**config.mk**
```make
export PLATFORM = sky130hd
export DESIGN_NAME = axi_burst_bridge
export DESIGN_NICKNAME = d
export VERILOG_FILES = /design/src/rtl/axi_burst_bridge.sv
export SDC_FILE = /design/constraint.sdc
export NUM_CORES = 1
export LEC_CHECK = 0
export BUFFER_PORTS_ARGS = -buffer_cell sky130_fd_sc_hd__buf_2
export CORE_AREA = 8 8 182 184
export CTS_BUF_LIST = sky130_fd_sc_hd__clkbuf_2
export DETAILED_ROUTE_END_ITERATION = 6
export DIE_AREA = 0 0 190 192
export PLACE_DENSITY = 0.67
export SYNTH_ARGS = -nofsm -noshare
export SYNTH_HDL_FRONTEND = slang
export SYNTH_SLANG_ARGS = --single-unit
```
**constraint.sdc**
```tcl
create_clock -name clk -period 4.9 [get_ports clk]
set_input_delay 0.49 -clock clk [delete_from_list [all_inputs] [get_ports clk]]
set_output_delay 0.49 -clock clk [all_outputs]
set_load 0.1 [all_outputs]
```
**src/rtl/axi_burst_bridge.sv**
```systemverilog
// -----------------------------------------------------------------------------
// axi_burst_bridge
//
// Connects an instruction cache and a data cache to one AXI3 master port.
// The two caches compete for the port, and round-robin arbitration decides
// which one is served. Only one transaction is outstanding at any time.
//
// Transactions:
//   icache miss         -> line read burst (LINE_WORDS beats, INCR, 32-bit)
//   dcache op 00 cached -> line read burst
//   dcache op 00 uncached (and the unused op 11) -> single read, size from sel
//   dcache op 01        -> single write, wstrb = sel, wdata = dc_wdata
//   dcache op 10        -> line writeback, data read from dc_wb_data/dc_wb_idx
//
// Ports:
//   clk, rst            clock, synchronous active-high reset
//   ic_*                icache request / refill-write / done+err
//   dc_*                dcache request / line-buffer read / read-write / done+err
//   ar*, r*, aw*, w*, b* AXI3 master channels (ID = IC_ID or DC_ID)
//
// Every output comes from a register. A requester must hold req until it
// sees its done pulse. err is valid together with done. err stays set until
// the next grant to that requester.
// -----------------------------------------------------------------------------
module axi_burst_bridge #(
    parameter int         LINE_WORDS = 16,
    parameter logic [3:0] IC_ID      = 4'b0000,
    parameter logic [3:0] DC_ID      = 4'b0001
) (
    input  logic        clk,
    input  logic        rst,
    // icache side
    input  logic        ic_req,
    input  logic [31:0] ic_addr,
    output logic        ic_we,
    output logic [31:0] ic_waddr,
    output logic [31:0] ic_wdata,
    output logic        ic_done,
    output logic        ic_err,
    // dcache side
    input  logic        dc_req,
    input  logic [1:0]  dc_op,
    input  logic [31:0] dc_addr,
    input  logic [3:0]  dc_sel,
    input  logic        dc_cached,
    input  logic [31:0] dc_wdata,
    output logic [3:0]  dc_wb_idx,
    input  logic [31:0] dc_wb_data,
    output logic        dc_we,
    output logic [31:0] dc_waddr,
    output logic [31:0] dc_rdata,
    output logic        dc_done,
    output logic        dc_err,
    // AXI read address channel
    output logic [3:0]  arid,
    output logic [31:0] araddr,
    output logic [3:0]  arlen,
    output logic [2:0]  arsize,
    output logic [1:0]  arburst,
    output logic [1:0]  arlock,
    output logic [3:0]  arcache,
    output logic [2:0]  arprot,
    output logic        arvalid,
    input  logic        arready,
    // AXI read data channel
    input  logic [3:0]  rid,
    input  logic [31:0] rdata,
    input  logic [1:0]  rresp,
    input  logic        rlast,
    input  logic        rvalid,
    output logic        rready,
    // AXI write address channel
    output logic [3:0]  awid,
    output logic [31:0] awaddr,
    output logic [3:0]  awlen,
    output logic [2:0]  awsize,
    output logic [1:0]  awburst,
    output logic [1:0]  awlock,
    output logic [3:0]  awcache,
    output logic [2:0]  awprot,
    output logic        awvalid,
    input  logic        awready,
    // AXI write data channel
    output logic [3:0]  wid,
    output logic [31:0] wdata,
    output logic [3:0]  wstrb,
    output logic        wlast,
    output logic        wvalid,
    input  logic        wready,
    // AXI write response channel
    input  logic [3:0]  bid,
    input  logic [1:0]  bresp,
    input  logic        bvalid,
    output logic        bready
);

    localparam int          OFF_BITS  = $clog2(LINE_WORDS) + 2;
    localparam logic [31:0] LINE_MASK = ~((32'd1 << OFF_BITS) - 32'd1);
    localparam logic [3:0]  LINE_LEN  = 4'(LINE_WORDS - 1);

    typedef enum logic [2:0] {
        ST_IDLE, ST_AR, ST_R, ST_AW, ST_W, ST_B, ST_DONE
    } state_t;

    state_t      state_q, state_d;
    logic        owner_dc_q, owner_dc_d;   // 1: dcache owns the transaction
    logic        last_dc_q, last_dc_d;     // round-robin: last grant went to dcache
    logic        line_q, line_d;
    logic [31:0] hold_wdata_q, hold_wdata_d;
    logic        err_acc_q, err_acc_d;
    logic [4:0]  beat_q, beat_d;           // 5 bits so an over-long read burst is still counted
    logic [3:0]  id_q, id_d;
    logic [31:0] addr_q, addr_d;
    logic [3:0]  len_q, len_d;
    logic [2:0]  size_q, size_d;
    logic [3:0]  strb_q, strb_d;
    logic        arvalid_q, arvalid_d;
    logic        awvalid_q, awvalid_d;
    logic        rready_q, rready_d;
    logic        wvalid_q, wvalid_d;
    logic [31:0] wdata_q, wdata_d;
    logic        wlast_q, wlast_d;
    logic        bready_q, bready_d;
    logic [3:0]  wb_idx_q, wb_idx_d;
    logic        ic_we_q, ic_we_d;
    logic        dc_we_q, dc_we_d;
    logic [31:0] waddr_q, waddr_d;
    logic [31:0] rdata_q, rdata_d;
    logic        ic_done_q, ic_done_d;
    logic        dc_done_q, dc_done_d;
    logic        ic_err_q, ic_err_d;
    logic        dc_err_q, dc_err_d;

    // Temporaries for the next-state logic
    logic        grant_ic, grant_dc, is_line, is_write, finish, err_now;
    logic [31:0] req_addr;

    // The bridge does not check IDs, because only one transaction is in flight.
    logic unused_ids;
    assign unused_ids = ^{rid, bid};

    function automatic logic [2:0] size_from_sel(input logic [3:0] sel);
        case (sel)
            4'b0001, 4'b0010, 4'b0100, 4'b1000: size_from_sel = 3'b000;
            4'b0011, 4'b1100:                   size_from_sel = 3'b001;
            default:                            size_from_sel = 3'b010;
        endcase
    endfunction

    always_comb begin
        state_d      = state_q;
        owner_dc_d   = owner_dc_q;
        last_dc_d    = last_dc_q;
        line_d       = line_q;
        hold_wdata_d = hold_wdata_q;
        err_acc_d    = err_acc_q;
        beat_d       = beat_q;
        id_d         = id_q;
        addr_d       = addr_q;
        len_d        = len_q;
        size_d       = size_q;
        strb_d       = strb_q;
        arvalid_d    = arvalid_q;
        awvalid_d    = awvalid_q;
        rready_d     = rready_q;
        wvalid_d     = wvalid_q;
        wdata_d      = wdata_q;
        wlast_d      = wlast_q;
        bready_d     = bready_q;
        wb_idx_d     = wb_idx_q;
        ic_we_d      = 1'b0;
        dc_we_d      = 1'b0;
        waddr_d      = waddr_q;
        rdata_d      = rdata_q;
        ic_done_d    = 1'b0;
        dc_done_d    = 1'b0;
        ic_err_d     = ic_err_q;
        dc_err_d     = dc_err_q;
        grant_ic     = 1'b0;
        grant_dc     = 1'b0;
        is_line      = 1'b0;
        is_write     = 1'b0;
        finish       = 1'b0;
        err_now      = err_acc_q;
        req_addr     = 32'd0;

        unique case (state_q)
            ST_IDLE: begin
                grant_ic = ic_req && (!dc_req || last_dc_q);
                grant_dc = dc_req && !grant_ic;
                if (grant_ic || grant_dc) begin
                    owner_dc_d   = grant_dc;
                    last_dc_d    = grant_dc;
                    err_acc_d    = 1'b0;
                    if (grant_dc) dc_err_d = 1'b0;
                    else          ic_err_d = 1'b0;
                    id_d         = grant_dc ? DC_ID : IC_ID;
                    is_write     = grant_dc && (dc_op == 2'b01 || dc_op == 2'b10);
                    is_line      = grant_ic || dc_op == 2'b10 || (dc_op == 2'b00 && dc_cached);
                    req_addr     = grant_dc ? dc_addr : ic_addr;
                    line_d       = is_line;
                    hold_wdata_d = dc_wdata;
                    beat_d       = 5'd0;
                    wb_idx_d     = 4'd0;
                    if (is_line) begin
                        addr_d = req_addr & LINE_MASK;
                        len_d  = LINE_LEN;
                        size_d = 3'b010;
                        strb_d = 4'b1111;
                    end else begin
                        addr_d = req_addr;
                        len_d  = 4'd0;
                        size_d = size_from_sel(dc_sel);
                        strb_d = dc_sel;
                    end
                    if (is_write) begin
                        awvalid_d = 1'b1;
                        state_d   = ST_AW;
                    end else begin
                        arvalid_d = 1'b1;
                        state_d   = ST_AR;
                    end
                end
            end

            ST_AR: begin
                if (arready) begin
                    arvalid_d = 1'b0;
                    rready_d  = 1'b1;
                    state_d   = ST_R;
                end
            end

            ST_R: begin
                if (rvalid) begin
                    if (owner_dc_q) dc_we_d = 1'b1;
                    else            ic_we_d = 1'b1;
                    waddr_d = addr_q + (32'(beat_q) << 2);
                    rdata_d = rdata;
                    beat_d  = beat_q + 5'd1;
                    err_now = err_acc_q || (rresp != 2'b00);
                    if (rlast) begin
                        // The last beat must be beat number len (counting from 0).
                        err_now  = err_now || (beat_q != {1'b0, len_q});
                        rready_d = 1'b0;
                        finish   = 1'b1;
                    end
                    err_acc_d = err_now;
                end
            end

            ST_AW: begin
                if (awready) begin
                    awvalid_d = 1'b0;
                    wvalid_d  = 1'b1;
                    // dc_wb_idx is 0 here, so dc_wb_data already holds word 0.
                    // From now on the index runs one word ahead of beat, so the
                    // data register is always loaded from the next word.
                    wdata_d   = line_q ? dc_wb_data : hold_wdata_q;
                    wb_idx_d  = wb_idx_q + 4'd1;
                    wlast_d   = (len_q == 4'd0);
                    state_d   = ST_W;
                end
            end

            ST_W: begin
                if (wready) begin
                    if (beat_q == {1'b0, len_q}) begin
                        wvalid_d = 1'b0;
                        wlast_d  = 1'b0;
                        bready_d = 1'b1;
                        state_d  = ST_B;
                    end else begin
                        beat_d   = beat_q + 5'd1;
                        wdata_d  = line_q ? dc_wb_data : hold_wdata_q;
                        wb_idx_d = wb_idx_q + 4'd1;
                        wlast_d  = ((beat_q + 5'd1) == {1'b0, len_q});
                    end
                end
            end

            ST_B: begin
                if (bvalid) begin
                    bready_d  = 1'b0;
                    err_now   = err_acc_q || (bresp != 2'b00);
                    err_acc_d = err_now;
                    finish    = 1'b1;
                end
            end

            ST_DONE: begin
                beat_d   = 5'd0;
                wb_idx_d = 4'd0;
                state_d  = ST_IDLE;
            end

            default: state_d = ST_IDLE;
        endcase

        // done and err are loaded on the way into DONE, so the pulse lines up
        // with the single DONE cycle.
        if (finish) begin
            state_d = ST_DONE;
            if (owner_dc_q) begin
                dc_done_d = 1'b1;
                dc_err_d  = err_now;
            end else begin
                ic_done_d = 1'b1;
                ic_err_d  = err_now;
            end
        end
    end

    always_ff @(posedge clk) begin
        if (rst) begin
            state_q      <= ST_IDLE;
            owner_dc_q   <= 1'b0;
            last_dc_q    <= 1'b1;
            line_q       <= 1'b0;
            hold_wdata_q <= 32'd0;
            err_acc_q    <= 1'b0;
            beat_q       <= 5'd0;
            id_q         <= 4'd0;
            addr_q       <= 32'd0;
            len_q        <= 4'd0;
            size_q       <= 3'd0;
            strb_q       <= 4'd0;
            arvalid_q    <= 1'b0;
            awvalid_q    <= 1'b0;
            rready_q     <= 1'b0;
            wvalid_q     <= 1'b0;
            wdata_q      <= 32'd0;
            wlast_q      <= 1'b0;
            bready_q     <= 1'b0;
            wb_idx_q     <= 4'd0;
            ic_we_q      <= 1'b0;
            dc_we_q      <= 1'b0;
            waddr_q      <= 32'd0;
            rdata_q      <= 32'd0;
            ic_done_q    <= 1'b0;
            dc_done_q    <= 1'b0;
            ic_err_q     <= 1'b0;
            dc_err_q     <= 1'b0;
        end else begin
            state_q      <= state_d;
            owner_dc_q   <= owner_dc_d;
            last_dc_q    <= last_dc_d;
            line_q       <= line_d;
            hold_wdata_q <= hold_wdata_d;
            err_acc_q    <= err_acc_d;
            beat_q       <= beat_d;
            id_q         <= id_d;
            addr_q       <= addr_d;
            len_q        <= len_d;
            size_q       <= size_d;
            strb_q       <= strb_d;
            arvalid_q    <= arvalid_d;
            awvalid_q    <= awvalid_d;
            rready_q     <= rready_d;
            wvalid_q     <= wvalid_d;
            wdata_q      <= wdata_d;
            wlast_q      <= wlast_d;
            bready_q     <= bready_d;
            wb_idx_q     <= wb_idx_d;
            ic_we_q      <= ic_we_d;
            dc_we_q      <= dc_we_d;
            waddr_q      <= waddr_d;
            rdata_q      <= rdata_d;
            ic_done_q    <= ic_done_d;
            dc_done_q    <= dc_done_d;
            ic_err_q     <= ic_err_d;
            dc_err_q     <= dc_err_d;
        end
    end

    // Read and write share one set of address and attribute registers,
    // because only one transaction exists at a time.
    assign arid      = id_q;
    assign awid      = id_q;
    assign wid       = id_q;
    assign araddr    = addr_q;
    assign awaddr    = addr_q;
    assign arlen     = len_q;
    assign awlen     = len_q;
    assign arsize    = size_q;
    assign awsize    = size_q;
    assign arburst   = 2'b01;
    assign awburst   = 2'b01;
    assign arlock    = 2'b00;
    assign awlock    = 2'b00;
    assign arcache   = 4'b0000;
    assign awcache   = 4'b0000;
    assign arprot    = 3'b000;
    assign awprot    = 3'b000;
    assign arvalid   = arvalid_q;
    assign awvalid   = awvalid_q;
    assign rready    = rready_q;
    assign wvalid    = wvalid_q;
    assign wdata     = wdata_q;
    assign wstrb     = strb_q;
    assign wlast     = wlast_q;
    assign bready    = bready_q;
    assign dc_wb_idx = wb_idx_q;
    assign ic_we     = ic_we_q;
    assign dc_we     = dc_we_q;
    assign ic_waddr  = waddr_q;
    assign dc_waddr  = waddr_q;
    assign ic_wdata  = rdata_q;
    assign dc_rdata  = rdata_q;
    assign ic_done   = ic_done_q;
    assign dc_done   = dc_done_q;
    assign ic_err    = ic_err_q;
    assign dc_err    = dc_err_q;

endmodule

```
======== Yosys cells after proc, flatten, opt, wreduce, memory -nomap -nowiden ========
Index checks and enable logic that the tools add are counted.
word-level totals
  flip-flop bits (word level) ............. 203
  bits of input ports ..................... 189
  word-level logic and storage cells ...... 193
  output and inout port bits .............. 292
cells by class
  equal/unequal tests ..................... 34
  reductions and logical operators ........ 47
  add/subtract/negate cells ............... 3
  mux-type cells .......................... 76
  bitwise logic cells ..................... 4
operator list
  cell                                           number
  2-to-1 mux 32 bit                              5
  case mux 32 bit (2 select lines)               1
  2-to-1 mux 1 bit                               38
  adder 32 x 7 -> 32 bit                         1
  2-to-1 mux 4 bit                               6
  AND reduction 4 bit                            6
  != test 2 bit, second input constant           11
  2-to-1 mux 5 bit                               4
  case mux 5 bit (4 select lines)                1
  2-to-1 mux 3 bit                               6
  case mux 1 bit (2 select lines)                8
  case mux 4 bit (4 select lines)                1
  != test 3 bit, second input constant           5
  case mux 3 bit (5 select lines)                1
  nonzero test 2 bit                             7
  AND reduction 6 bit                            2
  == test 5 x 4 -> 1 bit                         2
  AND reduction 5 bit                            2
  == test 3 bit, second input constant           3
  == test 4 x 2 -> 1 bit, second input constant  2
  == test 4 bit, second input constant           2
  logical OR 1 bit                               8
  nonzero test 4 bit                             2
  OR reduction 2 bit                             4
  other kinds (25)                               36

======== Longest topological paths before layout ========
  word-level depth ........................ 10
  mapped depth ............................ 8

======== Worst setup path before layout ========
No wires, ideal clock.
  path type ............................... register to register
  start ................................... register addr_q[2] (netlist: araddr[2])
  end ..................................... register waddr_q[22] (netlist: dc_waddr[22])
  data required time ...................... 4.814 ns
  clock period less this slack ............ 2.786 ns
  cell stages (with the launch flop) ...... 9
  path slack .............................. 2.114 ns
  buffers on the path ..................... 1
  arrival time ............................ 2.700 ns
  path through ............................ dfxtp_1 ha_1 fa_1 a211o_1 a21o_1 clkbuf_1 and4bb_1 xnor2_1 a211oi_1
between the ends
  longest elaborated chain between the ends .. 1
RTL lines
  what                    line  source
  from (decl)             113   logic [31:0] addr_q, addr_d;
  from (signal assigned)  353   addr_q <= addr_d;
  adder 32 x 7 -> 32 bit  238   waddr_d = addr_q + (32'(beat_q) << 2);
  to (signal assigned)    367   waddr_q <= waddr_d;
  to (decl)               127   logic [31:0] waddr_q, waddr_d;
Every way passes these cells.
A chain may end at the register's enable or synchronous reset.

==> flow_summary.json <==
{
  "yosysSeqAreaShare_pct": 40.89,
  "setup_slack_ns": 2.039,
  "wl_per_cell_um": 18.03,
  "finalSetupTns_ns": 0,
  "critPathRequiredTime_ns": 4.41,
  "fin_nets": 1760,
  "initial_core_util_pct": 31.46,
  "grt_pass1_vias": 9530,
  "p_leak_nw": 5.899,
  "end_kind": "output port",
  "cts_made_buffers": 17,
  "hold_path.class": "input port to register",
  "hold_violations": 0,
  "min_period_ns": 2.861,
  "io_buffer_count": 433,
  "rsz0062_at_grt": "false",
  "ctsLongestPathBuffers": 2,
  "fin_crit_sh_pct": 58.40,
  "clock_power_share_pct": 10.3,
  "post_cts_buffers": 0,
  "drv_slew": 0,
  "swShare_pct": 64.09,
  "yosysWarnings": 0,
  "clk_pin_slew_ns": 0.30,
  "synth_largest_area_cell": "dfxtp_1",
  "power.density_nw_per_um2": 636.0,
  "die-area_um2": 36480,
  "synthTopCellsByArea": "dfxtp_1 41%, buf_4 12%, a211oi_1 6.6%, mux2i_1 6.3%, nand2_1 6.3%",
  "die_w_um": 190,
  "critPathMaxFanout": 41,
  "stdcell_count": 1972,
  "grt_pass1_wl_mm": 53.99,
  "crit_arrival_ns": 2.37,
  "gp_congestion": 0.7685,
  "synth_area_per_cell_um2": 8.420,
  "clk_latency_ns": 0.77,
  "root_buffer": "clkbuf_2",
  "ant_nets": 0,
  "ios": 481,
  "wl_mm": 35.56,
  "status": "finished, final reports clean",
  "place_ws_ns": 2.001,
  "dpl.hpwl_mm": 24.66,
  "synth-seq-cells": 194,
  "slew_headroom_pct": 31.70,
  "synthArstFlopShare_pct": 0,
  "yosysUniqueCellTypes": 60,
  "clock.fmax_mhz": 349.5,
  "placed_area_um2": 11010,
  "setup_viol": 0,
  "core_area_um2": 30190,
  "cts_resized": 0,
  "worstSetupPathType": "register to output port",
  "synth_edf_count": 0,
  "switching_power_mw": 5.245,
  "clock-sinks": 194,
  "ys.flop_type": "dfxtp_1",
  "design_area_um2": 12870,
  "grt_max_degree": 90,
  "syn_to_final_growth_pct": 35.48,
  "pwr-share-comb_pct": 61.7,
  "drive_above_1_share_pct": 30.96,
  "h-tree-depth": 4,
  "rows": 64,
  "skew_ns": 0.06962,
  "synth_top_area_share_pct": 40.89,
  "overflow": 0,
  "antenna_found_initial": 4,
  "dp.cells": 1778,
  "worst_setup_path_start_kind": "register",
  "pwr-share-seq_pct": 28.0,
  "ir_drop_mv": 0.6475,
  "firstDrtPassIters": 4,
  "drc_errors": 0,
  "synth_area_um2": 9498,
  "grtUsageTotal_pct": 18.54,
  "drt_iter0_markers": 501,
  "internal_power_mw": 2.939,
  "syn_inst": 1128,
  "cts_tree": "done",
  "power_mw": 8.183,
  "vias": 9504,
  "die_h_um": 192,
  "timing.max_cap.violations": 0,
  "via_per_inst": 4.819,
  "worst_pin_slew_ns": 1.023
}
[metrics by stage]
| stage | hold WS, ns | utilization (%) |
|---|---|---|
| finish | 0.1807 | 42.62 |
| detailed placement | 0.4460 | 36.47 |
| CTS | 0.04247 | 42.60 |
| global route | 0.06905 | 42.62 |
| floorplan | 0.4357 | - |
| global placement | 0.4405 | 36.47 |
[final timing paths]
path	start	endpoint	slack, ns	cells past startpoint
worst min-delay path	rvalid	state_q[2]$_SDFFE_PP0P_	0.18	5
worst max-delay path	arlen[2]$_SDFFE_PP0P_	arlen[3]	2.04	2
worst max register to register	state_q[2]$_SDFFE_PP0P_	wdata[21]$_SDFFE_PP0P_	2.30	5
worst min register to register	hold_wdata_q[11]$_SDFFE_PP0P_	hold_wdata_q[11]$_SDFFE_PP0P_	0.47	2
[registers in the layout, summed over array words and instances, names as in the netlist, 2 cells and up]
name          cells
araddr           32
arsize            2
beat_q            5
dc_rdata         32
dc_waddr         32
dc_wb_idx         4
hold_wdata_q     32
state_q           3
wdata            32
wstrb             4
[cell usage in the layout, fill, tap and decap left out, drive strengths merged, types with 9 or more instances in the layout]
master / instances
inv: 15
nor3: 18
nor2: 123
ha: 9
buf: 441
xor2: 13
conb: 33
nor4: 9
a211oi: 84
nand3: 13
mux2i: 60
clkbuf: 17
o21ai: 14
nand2: 160
dlygate4sd3: 160
a21oi: 83
dfxtp: 194
[timing repair]
action	4_1_cts	5_1_grt
setup endpoints to repair	0	0
endpoints found under the hold margin	135	0
hold buffers	160	0
[area by class of cell]
cell class	count	area, um^2
antenna	3	7.507
clock buffer	17	85.08
clock inverter	14	162.7
fill	2999	17320
inverter	9	33.78
multi-input combinational	738	4363
sequential	194	3885
tap	396	495.5
timing repair buffer	601	3835
[Yosys cell counts, types with 5 or more instances]
library cell    n
and3_1          5
and4_1          8
nor2_1        123
a211o_1         6
a311oi_1        6
nor4_1          9
clkbuf_1       49
xor2_1         13
buf_4         146
dfxtp_1       194
a22oi_1         8
a21o_1          8
a31oi_1         6
ha_1            9
or3_1           6
buf_2          17
nand3_1        13
buf_1           5
nand4_1         8
o21ai_0        10
inv_1           9
mux2i_1        60
a211oi_1       83
nand2_1       160
a21oi_1        83
nor3_1         17
nand4b_1        6
[critical path, stage by stage (launching register included)]
cell	delay, ns
dfxtp_2	0.51
buf_4	0.55
buf_2	0.55
[metal layers]
layer / routed length (um) / share of wire (%) / vias to the layer above / global-route usage (%)
met2: 17620 / 50 / 349 / 32.83
met3: 2679 / 7.5 / 38 / 4.938
met5: 13 / 0.037 / - / 0
met1: 14610 / 41 / 4489 / 21.54
met4: 638 / 1.8 / 2 / 5.592
li1: - / - / 4626 / -
[power by group through the flow]
stage / clock network [mW] / registers [mW] / logic [mW]
floorplan: 0 / 3.75 / 2.88
global placement: 0 / 2.30 / 4.91
detailed placement: 0 / 2.32 / 4.94
CTS: 0.903 / 2.28 / 5.06
global route: 0.954 / 2.35 / 5.28
finish: 0.842 / 2.29 / 5.05
[cells by family (layout without fill, tap and decap cells)]
| group | Yosys count | in the layout | share of synthesized area [%] |
|---|---|---|---|
| DFF | 194 | 194 | 40.89 |
| other | 2 | 36 | 0.07907 |
| xor gates and xnor gates | 17 | 17 | 1.568 |
| adders and majority gates | 10 | 10 | 1.396 |
| muxes | 62 | 62 | 6.560 |
| buffers and inverters | 227 | 641 | 15.04 |
| AOI/OAI and AO/OA | 235 | 235 | 16.34 |
| and+or+nand+nor | 381 | 381 | 18.13 |
Power figures use the tool's default switching activity.
